## config.mk

```make
export PLATFORM = sky130hd
export DESIGN_NAME = hazard_ctrl
export DESIGN_NICKNAME = d
export VERILOG_FILES = /design/src/rtl/hazard_pkg.sv /design/src/rtl/hazard_ctrl_mem_wait_fsm.sv /design/src/rtl/hazard_ctrl.sv
export SDC_FILE = /design/constraint.sdc
export NUM_CORES = 1
export LEC_CHECK = 0
export CAP_MARGIN = 20
export CELL_PAD_IN_SITES_DETAIL_PLACEMENT = 1
export CELL_PAD_IN_SITES_GLOBAL_PLACEMENT = 1
export CORE_MARGIN = 8
export CORE_UTILIZATION = 32
export DETAILED_ROUTE_END_ITERATION = 8
export GPL_TIMING_DRIVEN = 0
export PLACE_DENSITY = 0.84
export SETUP_SLACK_MARGIN = 0.1
export SLEW_MARGIN = 20
export SYNTH_ARGS = -nofsm -noshare
export SYNTH_HDL_FRONTEND = slang
export SYNTH_SLANG_ARGS = --single-unit
```

## constraint.sdc

```tcl
create_clock -name clk -period 4.3 [get_ports clk]
set_input_delay 1.075 -clock clk [delete_from_list [all_inputs] [get_ports clk]]
set_output_delay 1.075 -clock clk [all_outputs]
set_load 0.01 [all_outputs]
```

## src/rtl/hazard_pkg.sv

```systemverilog
// Shared types and constants for the pipeline hazard/stall controller.
package hazard_pkg;

    typedef enum logic {
        RUN,
        MEM_WAIT
    } state_e;

    localparam logic [1:0] BR_NONE  = 2'b00;
    localparam logic [1:0] BR_TAKEN = 2'b01;
    localparam logic [1:0] BR_JAL   = 2'b10;
    localparam logic [1:0] BR_JALR  = 2'b11;

    localparam int unsigned STG_ID  = 0;
    localparam int unsigned STG_EX  = 1;
    localparam int unsigned STG_MEM = 2;
    localparam int unsigned STG_WB  = 3;
    localparam int unsigned NUM_STG = 4;

endpackage

```

## src/rtl/hazard_ctrl_mem_wait_fsm.sv

```systemverilog
// Data-memory wait-state FSM with timeout watchdog; freezes the pipeline while an
// access is outstanding and pulses mem_err_o when the watchdog expires.
module mem_wait_fsm
    import hazard_pkg::*;
#(
    parameter int unsigned TIMEOUT = 256,
    parameter int unsigned CNT_W   = 9
) (
    input  logic clk_i,
    input  logic rst_i,
    input  logic mem_req_i,
    input  logic mem_ready_i,
    output logic freeze_o,
    output logic mem_err_o
);

    localparam logic [CNT_W-1:0] LastCnt = CNT_W'(TIMEOUT - 1);

    state_e           state_q, state_d;
    logic [CNT_W-1:0] cnt_q, cnt_d;
    logic             mem_err_q, mem_err_d;

    always_comb begin
        state_d   = state_q;
        cnt_d     = cnt_q;
        mem_err_d = 1'b0;
        freeze_o  = 1'b0;
        unique case (state_q)
            RUN: begin
                // A same-cycle ready completes with no penalty.
                if (mem_req_i && !mem_ready_i) begin
                    freeze_o = 1'b1;
                    state_d  = MEM_WAIT;
                    cnt_d    = '0;
                end
            end
            MEM_WAIT: begin
                freeze_o = 1'b1;
                if (mem_ready_i) begin
                    state_d = RUN;
                    cnt_d   = '0;
                end else if (cnt_q == LastCnt) begin
                    mem_err_d = 1'b1;
                    state_d   = RUN;
                    cnt_d     = '0;
                end else begin
                    cnt_d = cnt_q + CNT_W'(1);
                end
            end
        endcase
    end

    always_ff @(posedge clk_i) begin
        if (rst_i) begin
            state_q   <= RUN;
            cnt_q     <= '0;
            mem_err_q <= 1'b0;
        end else begin
            state_q   <= state_d;
            cnt_q     <= cnt_d;
            mem_err_q <= mem_err_d;
        end
    end

    assign mem_err_o = mem_err_q;

endmodule

```

## src/rtl/hazard_ctrl.sv

```systemverilog
// Pipeline hazard and stall controller: load-use/redirect handling, memory-wait freeze
// and per-instruction retire tracking for the 5-stage core.
module hazard_ctrl
    import hazard_pkg::*;
#(
    parameter int unsigned REG_ADDR_W = 5,
    parameter int unsigned TIMEOUT    = 256,
    parameter int unsigned CNT_W      = 9
) (
    input  logic                  clk,
    input  logic                  rst,
    input  logic [REG_ADDR_W-1:0] id_rs1_addr,
    input  logic [REG_ADDR_W-1:0] id_rs2_addr,
    input  logic                  id_use_rs1,
    input  logic                  id_use_rs2,
    input  logic [REG_ADDR_W-1:0] ex_rd_addr,
    input  logic                  ex_mem_read,
    input  logic [1:0]            ex_branch,
    input  logic                  mem_req,
    input  logic                  mem_ready,
    output logic                  pc_we,
    output logic                  if_id_we,
    output logic                  if_id_flush,
    output logic                  id_ex_flush,
    output logic                  back_we,
    output logic                  lw_use,
    output logic [1:0]            branch,
    output logic                  retire,
    output logic                  mem_err
);

    logic               freeze;
    logic               hz;
    logic               br;
    logic [NUM_STG-1:0] valid_q, valid_d;

    mem_wait_fsm #(
        .TIMEOUT (TIMEOUT),
        .CNT_W   (CNT_W)
    ) u_mem_wait_fsm (
        .clk_i       (clk),
        .rst_i       (rst),
        .mem_req_i   (mem_req),
        .mem_ready_i (mem_ready),
        .freeze_o    (freeze),
        .mem_err_o   (mem_err)
    );

    assign hz = ex_mem_read && (ex_rd_addr != '0) &&
                ((id_use_rs1 && (ex_rd_addr == id_rs1_addr)) ||
                 (id_use_rs2 && (ex_rd_addr == id_rs2_addr)));
    assign br = (ex_branch != BR_NONE);

    always_comb begin
        pc_we       = 1'b0;
        if_id_we    = 1'b0;
        if_id_flush = 1'b0;
        id_ex_flush = 1'b0;
        back_we     = 1'b0;
        lw_use      = 1'b0;
        branch      = BR_NONE;
        if (rst) begin
            if_id_flush = 1'b1;
            id_ex_flush = 1'b1;
        end else if (!freeze) begin
            back_we = 1'b1;
            // Redirect squashes the ID instruction, so it outranks load-use.
            if (br) begin
                if_id_flush = 1'b1;
                id_ex_flush = 1'b1;
                pc_we       = 1'b1;
                branch      = ex_branch;
            end else if (hz) begin
                id_ex_flush = 1'b1;
                lw_use      = 1'b1;
            end else begin
                pc_we    = 1'b1;
                if_id_we = 1'b1;
            end
        end
    end

    always_comb begin
        valid_d = valid_q;
        if (back_we) begin
            valid_d[STG_WB]  = valid_q[STG_MEM];
            valid_d[STG_MEM] = valid_q[STG_EX];
            valid_d[STG_EX]  = id_ex_flush ? 1'b0 : valid_q[STG_ID];
            if (if_id_flush) begin
                valid_d[STG_ID] = 1'b0;
            end else if (if_id_we) begin
                valid_d[STG_ID] = 1'b1;
            end
        end
    end

    always_ff @(posedge clk) begin
        if (rst) begin
            valid_q <= '0;
        end else begin
            valid_q <= valid_d;
        end
    end

    assign retire = valid_q[STG_WB] && back_we;

endmodule

```

After elaboration in Yosys (flattened, before gate mapping)

Index checks and enable logic that the tools add are counted.
W data, S select, Z words.

Add/sub/neg operators: 1
Equal/unequal tests: 4
Bitwise logic cells: 1
Reductions and logical operators: 13
Muxes and demuxes: 35

Operator list:

| cell                  | count |
|---|---|
| $mux W9               | 3 |
| $mux W1               | 26 |
| $pmux W9 S2           | 1 |
| $eq A5 B5 Y1          | 2 |
| $add A9 B1 Y9 const B | 1 |
| $eq A9 B8 Y1 const B  | 1 |
| $logic_and A1 B1 Y1   | 6 |
| $mux W2               | 3 |
| $reduce_bool A5 Y1    | 1 |
| $pmux W1 S2           | 2 |
| $reduce_bool A2 Y1    | 2 |
| $reduce_or A3 Y1      | 1 |
| $ne A2 B1 Y1 const B  | 1 |
| $reduce_and A2 Y1     | 1 |
| $logic_not A1 Y1      | 1 |
| $logic_or A1 B1 Y1    | 1 |
| $not A1 Y1            | 1 |

Input bits: 24
Register bits: 15
Output and inout bits: 10
Logic and storage cells: 59

Logic depth before layout (Yosys ltp)

Word-level depth: 10
Mapped depth: 6
Gate-level depth less buffers: 5

By module

A second synthesis with hierarchy kept.

Cell total of the unflattened synthesis: 111
Area, all modules: 925.9 um^2

Modules (own cells, without submodules):

| module       | area an instance (um^2) | instances | cells each | seq. area each (um^2) |
|---|---|---|---|---|
| mem_wait_fsm | 548.0                   | 1         | 63         | 220.2 |
| hazard_ctrl  | 377.9                   | 1         | 48         | 80.1 |

Worst setup path after synthesis

OpenSTA, ideal clock, no wires.

Path kind: input to output
From: input port ex_rd_addr[1]
To: output port pc_we
Stages: 4
Arrival time: 2.039 ns
Setup slack: 1.186 ns
Path buffers: 0
Required time: 3.225 ns
Path through: or4_1 > o21ai_1 > a21oi_2 > a21oi_1

Word-level cells in the longest chain between the ends: 8

Ends and longest elaborated chain:

| what                                   | line                                 | source |
|---|---|---|
| start, declared                        | hazard_ctrl.sv:16                    | `input logic [REG_ADDR_W-1:0] ex_rd_addr,` |
| $eq A5 B5 Y1 (on tied branches)        | hazard_ctrl.sv:50, hazard_ctrl.sv:51 |  |
| $logic_and A1 B1 Y1 (on tied branches) | hazard_ctrl.sv:50, hazard_ctrl.sv:51 |  |
| $logic_or A1 B1 Y1                     | hazard_ctrl.sv:50                    | `((id_use_rs1 && (ex_rd_addr == id_rs1_addr)) \|\|` |
| $logic_and A1 B1 Y1 (*)                | hazard_ctrl.sv:49                    | `assign hz = ex_mem_read && (ex_rd_addr != '0) &&` |
| $mux W1 (*)                            | hazard_ctrl.sv:73                    | `end else if (hz) begin` |
| $mux W1 (*)                            | hazard_ctrl.sv:68                    | `if (br) begin` |
| $mux W1 (*)                            | hazard_ctrl.sv:65                    | `end else if (!freeze) begin` |
| $mux W1 (*)                            | hazard_ctrl.sv:62                    | `if (rst) begin` |
| end, declared                          | hazard_ctrl.sv:21                    | `output logic pc_we,` |

Mark *: on every way between the ends. The rest lies on a longest branch, timed or not.

Worst setup path in the final report

From: input port ex_rd_addr[1]
To: output port if_id_we

Word-level cells in the longest chain between the ends: 8

Ends and longest elaborated chain:

| what                                   | line                                 | source |
|---|---|---|
| $eq A5 B5 Y1 (on tied branches)        | hazard_ctrl.sv:50, hazard_ctrl.sv:51 |  |
| $logic_and A1 B1 Y1 (on tied branches) | hazard_ctrl.sv:50, hazard_ctrl.sv:51 |  |
| $logic_or A1 B1 Y1                     | hazard_ctrl.sv:50                    |  |
| $logic_and A1 B1 Y1 (*)                | hazard_ctrl.sv:49                    |  |
| $mux W1 (*)                            | hazard_ctrl.sv:73                    |  |
| $mux W1 (*)                            | hazard_ctrl.sv:68                    |  |
| $mux W1 (*)                            | hazard_ctrl.sv:65                    |  |
| $mux W1 (*)                            | hazard_ctrl.sv:62                    |  |
| end, declared                          | hazard_ctrl.sv:22                    | `output logic if_id_we,` |

Marks and branches as above.

==> results.md <==
* WS Path Type: primary input to output port
* Final Max Slew Viols at 0
* Initial Util at 33.8%
* Leak at 0.498 nW
* Multi-input gate area at 549 um^2
* Total GRT Usage at 13.1%
* Clock slew at reported path FFs at 0.09 ns
* Worst EP arrival at 3.02 ns
* Via count at 869
* Power Density at 235 nW/um^2
* Unique masters post-synth at 32
* Switch Pwr at 0.0841 mW
* # port buffers at 33
* Clock Root Buffer: clkbuf_4
* Die W at 67.2 um
* Internal at 0.216 mW
* I/O pin total at 34
* Gate Count Post-Synth at 99
* Post-CTS Hold Buffers at 0
* Starting DRC count in detailed routing at 30
* First-pass GRT wire length at 4550 um
* Worst setup SP type: primary input
* Setup crit end kind: output port
* Final period util at 95.3%
* Status: completed
* Sequential share of the synthesized area at a little over a third
* Die area at 4510 um^2
* Drt pass-1 iters at 4
* Post-synthesis register bit count at 15
* Setup Viol. Count Final at 0
* RePlAce Congestion at 0.753
* Syn Nets at 124
* Slew HR at 70.9%
* Area Growth Syn to Fin at 52.1%
* Layout Utilization at 51.5%
* Per-cell routed wire length at 16.1 um
* Max FO, Critical Path at 6
* Core area at 2480 um^2
* Rows at 18
* Min-delay worst type: register to register
* Clk buf depth at 2
* Initial antenna violation count at 0
* Combinational share of power at 24.6%
* DRT Wirelength at 2690 um
* TritonCTS clock tree: yes
* Vias in the first global route at 1,010
* Share of layout cells above drive strength 1 at a little under an eighth
* Min Tclk post-route at 4.10 ns
* Final HPWL DP at 2190 um
* DRT antenna net count at 0
* Max-Cap Viols at 0
* Post-Route Skew at between 0.0007 and 0.0008 ns
* DRC at 0
* Grt ovf at 0
* Sequential Area at 300 um^2
* Clock sink total at 15
* CTS H-tree depth at 1
* # fillers at about 310
* Hold violation total from the final report at 0
* Largest net degree at the start of global routing at 10
* Synth warn at 0
* Nets at roughly 160
* Die Span Y at 67.2 um
* CP required at between 3 and 4 ns
* Clock power frac at ~27%
* Fmax at 244 MHz
* Syn_area_per_cell at around 8.5 um^2
* Worst skew pair latency at 0.29 ns
* Synthesized area at 838 um^2
* Via density at 5.20
* WHS at 0.460 ns
* Sw Ratio at 28.0%
* Number of CTS-inserted buffers at 3
* RSZ-0062 raised after global routing: true
* VDD IR max at 0.122 mV
* Antenna diode instance count at 0
* Flop pwr share at 48.0%
* Worst-Margin Slew at 0.435 ns
## worst max-delay path, cell delays in order
cell	delay [ns]
clkdlybuf4s50_1	0.46
or4_1	0.54
o21ai_1	0.21
a21oi_4	0.07
nor2b_1	0.11
clkdlybuf4s50_1	0.55
## cells by family after synthesis
logic type | synth area share (%)
and+or+nand+nor | 29.7
AOI/OAI and AO/OA | 14.6
xor gates and xnor gates | 15.7
DFF | 35.8
buffers and inverters | 2.69
adders and majority gates | 1.49
## final cells by class
cell class	count	share of cell area [%]
clock buffers	3	1.77
plain buffers	1	0.883
inverters	3	0.883
clock inverters	1	0.393
repair buffers	34	26.5
multi-input cells	80	43.1
flip-flops and latches	15	23.6
well taps	30	2.94
## flip-flops by register name (all words and copies together) (netlist names)
name,count
u_mem_wait_fsm.cnt_q,9
u_mem_wait_fsm.mem_err_o,1
valid_q,4
u_mem_wait_fsm.state_q,1
## cells in the final DEF (no fill, tap or decap), types with 2 or more instances in the layout
master	Yosys	layout
clkbuf_4	0	3
clkdlybuf4s50_1	0	30
nor2_1	9	8
o21ai_0	4	4
xnor2_1	3	3
a31oi_1	2	2
inv_1	3	3
xor2_1	12	12
or3_1	2	2
nand2_1	10	10
nand4_1	2	2
and3_1	4	4
o21ai_1	2	2
a21oi_1	6	6
nand3_1	3	3
a21o_1	2	2
nor2b_1	2	2
dlygate4sd2_1	0	2
nor4_2	0	2
dfxtp_1	15	15
## per-layer routing
metal | vias up | track usage (%) | wire length [um]
met2 | 32 | 23.1 | 1350
li1 | 425 | - | -
met4 | 0 | 7.83 | 68
met5 | - | 0 | 0
met3 | 5 | 4.47 | 233
met1 | 407 | 13.2 | 1040
## final timing paths
| kind | startpoint | to | slack [ns] | cells after the start |
|---|---|---|---|---|
| min reg2reg | valid_q[3] | valid_q[3] | 0.46 | 2 |
| max reg2reg | u_mem_wait_fsm.cnt_q[0] | u_mem_wait_fsm.cnt_q[2] | 2.77 | 5 |
| max | ex_rd_addr[1] | if_id_we | 0.20 | 6 |
| min | valid_q[3] | valid_q[3] | 0.46 | 2 |
## timing repair
action                                 4_1_cts  5_1_grt
pin swaps                                    4        0
setup buffers                                1        0
endpoints found under the hold margin        0        0
resized for setup                            5        4
gates cloned                                 0        0
setup endpoints to repair                    4        2
## synthesized netlist by cell type, drive strengths merged
cell    count  area share [%]
a21boi      1            0.90
nand2b      3             3.4
o21ai       6             3.6
nor2       10             5.4
or3         2             1.5
or4         1            0.90
dfxtp      15              36
a21o        2             1.8
and3        4             3.0
inv         3             1.3
nor4        3             2.2
nand2      10             4.5
xor2       12              13
nand4       3             3.0
and2        1            0.75
nor3        1            0.60
xnor2       3             3.1
ha          1             1.5
o31a        1             1.0
a32o        1             1.2
a31oi       2             1.5
nor2b       2             1.5
buf         1             1.3
a21oi       7             4.6
nand3       4             3.0
## power groups by stage
stage	clock network [mW]	registers (mW)	logic, mW
6_report	0.0822	0.144	0.0739
4_1_cts	0.0863	0.144	0.0728
3_5_place_dp	0	0.147	0.0709
2_1_floorplan	0	0.146	0.0293
3_3_place_gp	0	0.147	0.0678
5_1_grt	0.0908	0.144	0.0802
## stage by stage
step | area [um^2] | instances | TNS [ns] | setup slack, ns | total power, mW
after floorplan | 838 | 99 | 0 | 1.19 | 0.176
after global placement | 1210 | 162 | 0 | 0.0406 | 0.215
after detailed placement | 1210 | 162 | -0.0864 | -0.0424 | 0.218
after CTS | 1260 | 167 | 0 | 0.0775 | 0.303
after global routing | 1270 | 167 | 0 | 0.0667 | 0.315
final | 1270 | 167 | 0 | 0.203 | 0.300
Power figures use the tool's default switching activity.
